**src/rtl/ste_bus_pkg.sv**
```systemverilog
// ste_bus_pkg: shared definitions for the STE system bus arbiter.
//   owner_t / OWNER_*  : bus owner encodings (CPU, DMA, blitter)
//   arb_state_e        : arbiter FSM states
//   pick_winner()      : fixed-priority selection, DMA ahead of the blitter
package ste_bus_pkg;

  typedef logic [1:0] owner_t;

  localparam owner_t OWNER_CPU = 2'd0;
  localparam owner_t OWNER_DMA = 2'd1;
  localparam owner_t OWNER_BLT = 2'd2;

  typedef enum logic [1:0] {
    ST_IDLE  = 2'd0,
    ST_ARB   = 2'd1,
    ST_GRANT = 2'd2,
    ST_OWN   = 2'd3
  } arb_state_e;

  // DMA always beats the blitter; CPU is returned when nobody asks.
  function automatic owner_t pick_winner(input logic dma_req, input logic blt_req);
    owner_t w;
    if (dma_req) begin
      w = OWNER_DMA;
    end else if (blt_req) begin
      w = OWNER_BLT;
    end else begin
      w = OWNER_CPU;
    end
    return w;
  endfunction

endpackage

```
**src/rtl/ste_bus_tick_counter.sv**
```systemverilog
// ste_bus_tick_counter: saturating counter of clk_en ticks.
//   clk32, resb : clock, asynchronous active-low reset
//   clk_en      : tick qualifier
//   clr         : synchronous clear (wins over inc)
//   inc         : count this tick when clk_en is high
//   at_limit    : the counter holds TERMINAL-1 or TERMINAL, i.e. the current
//                 enabled tick is (or is past) the TERMINAL-th one
module ste_bus_tick_counter #(
  parameter int TERMINAL = 15
) (
  input  logic clk32,
  input  logic resb,
  input  logic clk_en,
  input  logic clr,
  input  logic inc,
  output logic at_limit
);

  localparam int CW = $clog2(TERMINAL + 1);
  localparam logic [CW-1:0] TERM_V = CW'(TERMINAL);
  localparam logic [CW-1:0] LAST_V = CW'(TERMINAL - 1);

  logic [CW-1:0] cnt_r;

  // Tick counter: clear, or count enabled ticks up to TERMINAL and hold.
  always_ff @(posedge clk32 or negedge resb) begin
    if (!resb) begin
      cnt_r <= '0;
    end else if (clr) begin
      cnt_r <= '0;
    end else if (clk_en && inc && (cnt_r != TERM_V)) begin
      cnt_r <= cnt_r + CW'(1);
    end else begin
      cnt_r <= cnt_r;
    end
  end

  assign at_limit = (cnt_r >= LAST_V);

endmodule

```
**src/rtl/ste_bus_arbiter.sv**
```systemverilog
// ste_bus_arbiter: arbitrates the STE system bus between the 68000 (default
// owner), the floppy/HDD DMA controller and the blitter using BR/BG/BGACK.
//   clk32, resb        : 32 MHz clock, asynchronous active-low reset
//   clk_en             : 8 MHz bus-cycle enable; every state change waits on it
//   as_n               : CPU address strobe; a grant is issued only while high
//   br_*_n / bgack_*_n : request / acknowledge from DMA and blitter
//   bg_*_n             : bus grants (registered)
//   blt_yield          : blitter must release at its next cycle boundary
//   bus_owner          : 0=CPU 1=DMA 2=blitter
//   bus_free           : CPU owns the bus and no grant is outstanding
//   grant_err          : one-clk32 pulse when a grant is withdrawn un-acknowledged
module ste_bus_arbiter
  import ste_bus_pkg::*;
#(
  parameter int GRANT_TIMEOUT = 15,
  parameter int BLT_QUANTUM   = 64,
  parameter int OWNER_W       = 2
) (
  input  logic               clk32,
  input  logic               resb,
  input  logic               clk_en,
  input  logic               as_n,
  input  logic               br_dma_n,
  input  logic               bgack_dma_n,
  input  logic               br_blt_n,
  input  logic               bgack_blt_n,
  output logic               bg_dma_n,
  output logic               bg_blt_n,
  output logic               blt_yield,
  output logic [OWNER_W-1:0] bus_owner,
  output logic               bus_free,
  output logic               grant_err
);

  arb_state_e         state_r;
  owner_t             winner_r;
  logic               bg_dma_n_r;
  logic               bg_blt_n_r;
  logic               blt_yield_r;
  logic [OWNER_W-1:0] bus_owner_r;
  logic               grant_err_r;

  logic   req_dma_s;
  logic   req_blt_s;
  owner_t arb_win_s;
  logic   win_req_s;
  logic   win_ack_s;
  logic   in_grant_s;
  logic   blt_own_s;
  logic   grant_hit_s;
  logic   quantum_hit_s;
  logic   yield_set_s;

  assign req_dma_s  = ~br_dma_n;
  assign req_blt_s  = ~br_blt_n;
  assign arb_win_s  = pick_winner(req_dma_s, req_blt_s);
  assign in_grant_s = (state_r == ST_GRANT);
  assign blt_own_s  = (state_r == ST_OWN) && (winner_r == OWNER_BLT);

  // Request/acknowledge of the latched winner only; other masters' bgack is ignored.
  always_comb begin
    win_req_s = 1'b0;
    win_ack_s = 1'b0;
    case (winner_r)
      OWNER_DMA: begin
        win_req_s = ~br_dma_n;
        win_ack_s = ~bgack_dma_n;
      end
      OWNER_BLT: begin
        win_req_s = ~br_blt_n;
        win_ack_s = ~bgack_blt_n;
      end
      default: begin
        win_req_s = 1'b0;
        win_ack_s = 1'b0;
      end
    endcase
  end

  // Yield is requested by a waiting DMA master (no pre-emption) or quantum expiry.
  always_comb begin
    yield_set_s = 1'b0;
    if (winner_r == OWNER_BLT) begin
      yield_set_s = req_dma_s || (blt_own_s && quantum_hit_s);
    end else begin
      yield_set_s = 1'b0;
    end
  end

  ste_bus_tick_counter #(.TERMINAL(GRANT_TIMEOUT)) u_grant_cnt (
    .clk32    (clk32),
    .resb     (resb),
    .clk_en   (clk_en),
    .clr      (~in_grant_s),
    .inc      (in_grant_s),
    .at_limit (grant_hit_s)
  );

  ste_bus_tick_counter #(.TERMINAL(BLT_QUANTUM)) u_quantum_cnt (
    .clk32    (clk32),
    .resb     (resb),
    .clk_en   (clk_en),
    .clr      (~blt_own_s),
    .inc      (blt_own_s),
    .at_limit (quantum_hit_s)
  );

  // Arbiter FSM with registered grant, owner, yield and error outputs.
  always_ff @(posedge clk32 or negedge resb) begin
    if (!resb) begin
      state_r     <= ST_IDLE;
      winner_r    <= OWNER_CPU;
      bg_dma_n_r  <= 1'b1;
      bg_blt_n_r  <= 1'b1;
      blt_yield_r <= 1'b0;
      bus_owner_r <= '0;
      grant_err_r <= 1'b0;
    end else begin
      grant_err_r <= 1'b0;
      if (clk_en) begin
        case (state_r)
          ST_IDLE: begin
            blt_yield_r <= 1'b0;
            if (req_dma_s || req_blt_s) begin
              state_r <= ST_ARB;
            end
          end
          ST_ARB: begin
            blt_yield_r <= 1'b0;
            if (!(req_dma_s || req_blt_s)) begin
              state_r <= ST_IDLE;
            end else if (as_n) begin
              // Winner is frozen here until the arbiter returns to IDLE.
              winner_r   <= arb_win_s;
              bg_dma_n_r <= (arb_win_s != OWNER_DMA);
              bg_blt_n_r <= (arb_win_s != OWNER_BLT);
              state_r    <= ST_GRANT;
            end
          end
          ST_GRANT: begin
            if (win_ack_s) begin
              bg_dma_n_r  <= 1'b1;
              bg_blt_n_r  <= 1'b1;
              bus_owner_r <= OWNER_W'(winner_r);
              blt_yield_r <= blt_yield_r | yield_set_s;
              state_r     <= ST_OWN;
            end else if (!win_req_s) begin
              bg_dma_n_r  <= 1'b1;
              bg_blt_n_r  <= 1'b1;
              blt_yield_r <= 1'b0;
              state_r     <= ST_IDLE;
            end else if (grant_hit_s) begin
              bg_dma_n_r  <= 1'b1;
              bg_blt_n_r  <= 1'b1;
              blt_yield_r <= 1'b0;
              grant_err_r <= 1'b1;
              state_r     <= ST_IDLE;
            end else begin
              blt_yield_r <= blt_yield_r | yield_set_s;
            end
          end
          ST_OWN: begin
            // Release is handled before any new request; OWN always exits via IDLE.
            if (!win_ack_s) begin
              bus_owner_r <= '0;
              blt_yield_r <= 1'b0;
              state_r     <= ST_IDLE;
            end else begin
              blt_yield_r <= blt_yield_r | yield_set_s;
            end
          end
          default: begin
            bg_dma_n_r  <= 1'b1;
            bg_blt_n_r  <= 1'b1;
            blt_yield_r <= 1'b0;
            bus_owner_r <= '0;
            state_r     <= ST_IDLE;
          end
        endcase
      end
    end
  end

  assign bg_dma_n  = bg_dma_n_r;
  assign bg_blt_n  = bg_blt_n_r;
  assign blt_yield = blt_yield_r;
  assign bus_owner = bus_owner_r;
  assign grant_err = grant_err_r;
  assign bus_free  = (state_r == ST_IDLE) || (state_r == ST_ARB);

endmodule

```
**config.mk**
```make
export PLATFORM = sky130hd
export DESIGN_NAME = ste_bus_arbiter
export DESIGN_NICKNAME = d
export VERILOG_FILES = /design/src/rtl/ste_bus_pkg.sv /design/src/rtl/ste_bus_tick_counter.sv /design/src/rtl/ste_bus_arbiter.sv
export SDC_FILE = /design/constraint.sdc
export NUM_CORES = 1
export LEC_CHECK = 0
export CAP_MARGIN = 20
export CORE_UTILIZATION = 40
export DETAILED_ROUTE_END_ITERATION = 10
export GPL_ROUTABILITY_DRIVEN = 0
export MAX_ROUTING_LAYER = met4
export PLACE_DENSITY = 0.63
export SLEW_MARGIN = 15
export SYNTH_ARGS = -nofsm -noshare
export SYNTH_HDL_FRONTEND = slang
export SYNTH_SLANG_ARGS = --single-unit
```
**constraint.sdc**
```tcl
create_clock -name clk32 -period 1.8 [get_ports clk32]
set_input_delay 0.27 -clock clk32 [delete_from_list [all_inputs] [get_ports clk32]]
set_output_delay 0.27 -clock clk32 [all_outputs]
set_load 0.01 [all_outputs]
```
==> impl_metrics.py <==
metrics = {
    "critical_path": {
        "cp_top_family": "flip-flops",
        "crit_arrival_ns": 1.43,
        "path_cells": "clkdlybuf4s50_1",
        "crit_type": "reg2out",
        "rrSetupSlack_ns": 0.17,
        "path_buf_inv": 1,
        "cp_data_required_time_ns": 1.53,
        "slowest_stage": "dfstp_2",
        "crit_path_end_kind": "primary output",
        "critPathLaunchType": "flip-flop",
        "cpPeakStageDelay_ns": 0.59,
        "critPathMaxFanout": 4,
    },
    "synth": {
        "synth_edf_count": 0,
        "ys_types": 44,
        "synth-main-ff-cell": "dfrtp_1",
        "syn_nets": 143,
        "ys_ff_latch": 21,
        "syn_avg_cell_area_um2": 9.54,
        "async_flop_share_pct": 100,
        "netlist_instances": 129,
        "ys_seq_area_share_pct": 42.9,
        "ys_warn_count": 0,
        "synth_area_um2": 1230,
    },
    "timing": {
        "clock_skew_ns": 0.00775,
        "final.setup.tns_ns": 0,
        "finalSetupViolations": 0,
        "fin_crit_ns": 1.70,
        "report.final.slew_viol_count": 0,
        "finalHoldViolCount": 0,
        "max_freq_mhz": 589,
        "min_period_over_period_pct": 94.4,
        "worst_pin_slew_ns": 0.352,
        "rsz0062_at_grt": "no",
        "slew_headroom_pct": 76.5,
    },
    "die": {
        "die_area_um2": 3300,
        "initial_core_util_pct": 43.5,
        "die_x_um": 57.5,
        "io_pins": 15,
        "die_h_um": 57.5,
        "core_um2": 2830,
        "rows": 19,
    },
    "power_and_ir_drop": {
        "peakVddDrop_mv": 0.400,
        "power_density_nw_per_um2": 969,
        "power.leakage_nw": 0.664,
        "power.switching_w": 0.000514,
        "pwr-share-clk_pct": 15.7,
        "p_sw_share_pct": 35.1,
        "power_frac_seq_pct": 43.6,
        "comb_power_share_pct": 40.7,
        "internal-power_w": 0.000953,
    },
    "detailed_routing": {
        "vias": 1047,
        "drc": 2,
        "drt_iter0_drc": 32,
        "firstDrtPassIters": 7,
        "avgRoutedWirePerCell_um": 14.9,
        "routed_wl_um": 2750,
        "viasPerCell": 5.66,
        "postRouteAntennaNets": 0,
    },
    "grt": {
        "antenna_found_initial": 0,
        "grt_pass1_vias": 1058,
        "grt.overflow.total": 0,
        "grt_use_total_pct": 19.0,
        "grt_max_degree": 22,
        "grt_pass1_wl_um": 4690,
    },
    "clock_network": {
        "htreeDepth": 1,
        "ctsRootBufferMaster": "clkbuf_4",
        "cts_setup_buffers": 0,
        "path_clk_slew_ns": 0.12,
        "tritoncts": "built",
        "cts_buffers": 3,
        "cts.sinks": 21,
        "cts_max_path_buffers": 2,
        "cts_hold_repair.buffers": 0,
        "clk_latency_ns": 0.30,
    },
    "run_status": {
        "status": "finished, violations left",
        "violations": "design-rule violations",
    },
    "worst_hold_path": {
        "hp-class": "in2async",
    },
    "placement": {
        "detailed_place_hpwl_um": 2030,
        "placed_area_um2": 1490,
        "portBuffers": 14,
    },
    "layout": {
        "layout-drive-gt1-share_pct": 14.3,
        "layout_common_cells": "19 x dfrtp_1, 14 x clkdlybuf4s50_1, 12 x nor2_1, 10 x inv_1, 10 x buf_4",
        "layout.nets": 169,
        "syn2layout_area_growth_pct": 23.0,
        "design_area_um2": 1510,
        "final_common_cell": "dfrtp_1",
        "diodes": 0,
    },
    "run": {
        "cap_violations": 0,
    },
}
==> kinds of logic (layout without fill, tap and decap cells) <==
| family | after synthesis | count (layout) | share of synthesized area, % |
|---|---|---|---|
| multiplexers | 3 | 3 | 2.44 |
| buffers and inverters | 14 | 39 | 4.57 |
| flip-flops | 21 | 21 | 42.9 |
| adder cells (fa/ha/maj) | 6 | 6 | 6.10 |
| AND/OR/NAND/NOR | 47 | 47 | 19.7 |
| AO/OA/AOI/OAI | 32 | 32 | 20.0 |
| XOR/XNOR | 6 | 6 | 4.27 |
==> power by group through the flow <==
stage | Clock (W) | Combinational, W | Sequential [W]
floorplan | 0 | 0.000344 | 0.000643
global placement | 0 | 0.000593 | 0.000645
detailed placement | 0 | 0.000600 | 0.000649
CTS | 0.000239 | 0.000603 | 0.000639
global route | 0.000261 | 0.000663 | 0.000654
finish | 0.000230 | 0.000597 | 0.000640
==> final timing paths <==
kind	from	to	cells after the start
setup / recovery	bg_dma_n	bg_dma_n	1
hold / removal	resb	u_grant_cnt.cnt_r[2]	2
setup reg to reg	winner_r[0]	state_r[0]	6
hold reg to reg	bg_blt_n	bg_blt_n	2
max in group asynchronous	resb	bg_blt_n	2
min in group clk32	bg_blt_n	bg_blt_n	2
==> metrics by stage <==
stage | power, W | setup WS, ns | std cells | utilization (%) | hold slack (ns)
CTS | 0.00148 | 0.0978 | 185 | 53.5 | 0.308
global placement | 0.00124 | 0.0693 | 181 | 52.5 | 0.497
floorplan | 0.000987 | 0.265 | 129 | - | -0.0256
global route | 0.00158 | 0.0267 | 185 | 53.5 | 0.304
detailed placement | 0.00125 | 0.0474 | 181 | 52.5 | 0.502
finish | 0.00147 | 0.101 | 185 | 53.5 | 0.297
==> cell type report <==
class                           instances  area, um^2
Clock buffer                            3        22.5
Clock inverter                          1        5.00
Fill cell                             262        1320
Inverter                               10        37.5
Multi-Input combinational cell         94         647
Sequential cell                        21         528
Tap cell                               31        38.8
Timing Repair Buffer                   25         235
==> metal layers <==
metal	wire length [um]	up-vias	track usage (%)
met5	0	-	-
met3	146	4	2.95
met2	1350	34	32.6
met4	36	0	7.32
met1	1220	494	22.1
li1	-	515	-
==> timing repair <==
item	in CTS	in global routing
setup endpoints to repair	0	1
resized for setup	0	1
hold endpoints to repair	0	0
==> cells in the mapped netlist, drive strengths merged, types with 2 or more instances <==
cell type	instances	area (um^2)
a211oi	2	15.0
a21boi	2	15.0
a21oi	5	28.8
a31oi	2	12.5
and3	3	20.0
buf	3	15.0
dfrtp	19	475
dfstp	2	52.6
ha	6	75.1
inv	10	37.5
mux2i	3	30.0
nand2	7	26.3
nand2b	3	18.8
nand3	8	40.0
nand4	4	25.0
nor2	12	45.0
nor2b	3	18.8
nor3	2	10.0
o211ai	2	20.0
o21ai	6	41.3
o2bb2ai	2	17.5
xor2	5	43.8
==> flip-flops by register name, summed over array words and instances, names as in the netlist <==
signal,count
u_quantum_cnt.cnt_r,7
u_grant_cnt.cnt_r,4
bus_owner,2
state_r,2
winner_r,2
bg_blt_n,1
bg_dma_n,1
blt_yield,1
grant_err,1
Note: power is estimated with default switching activity, not from simulation.
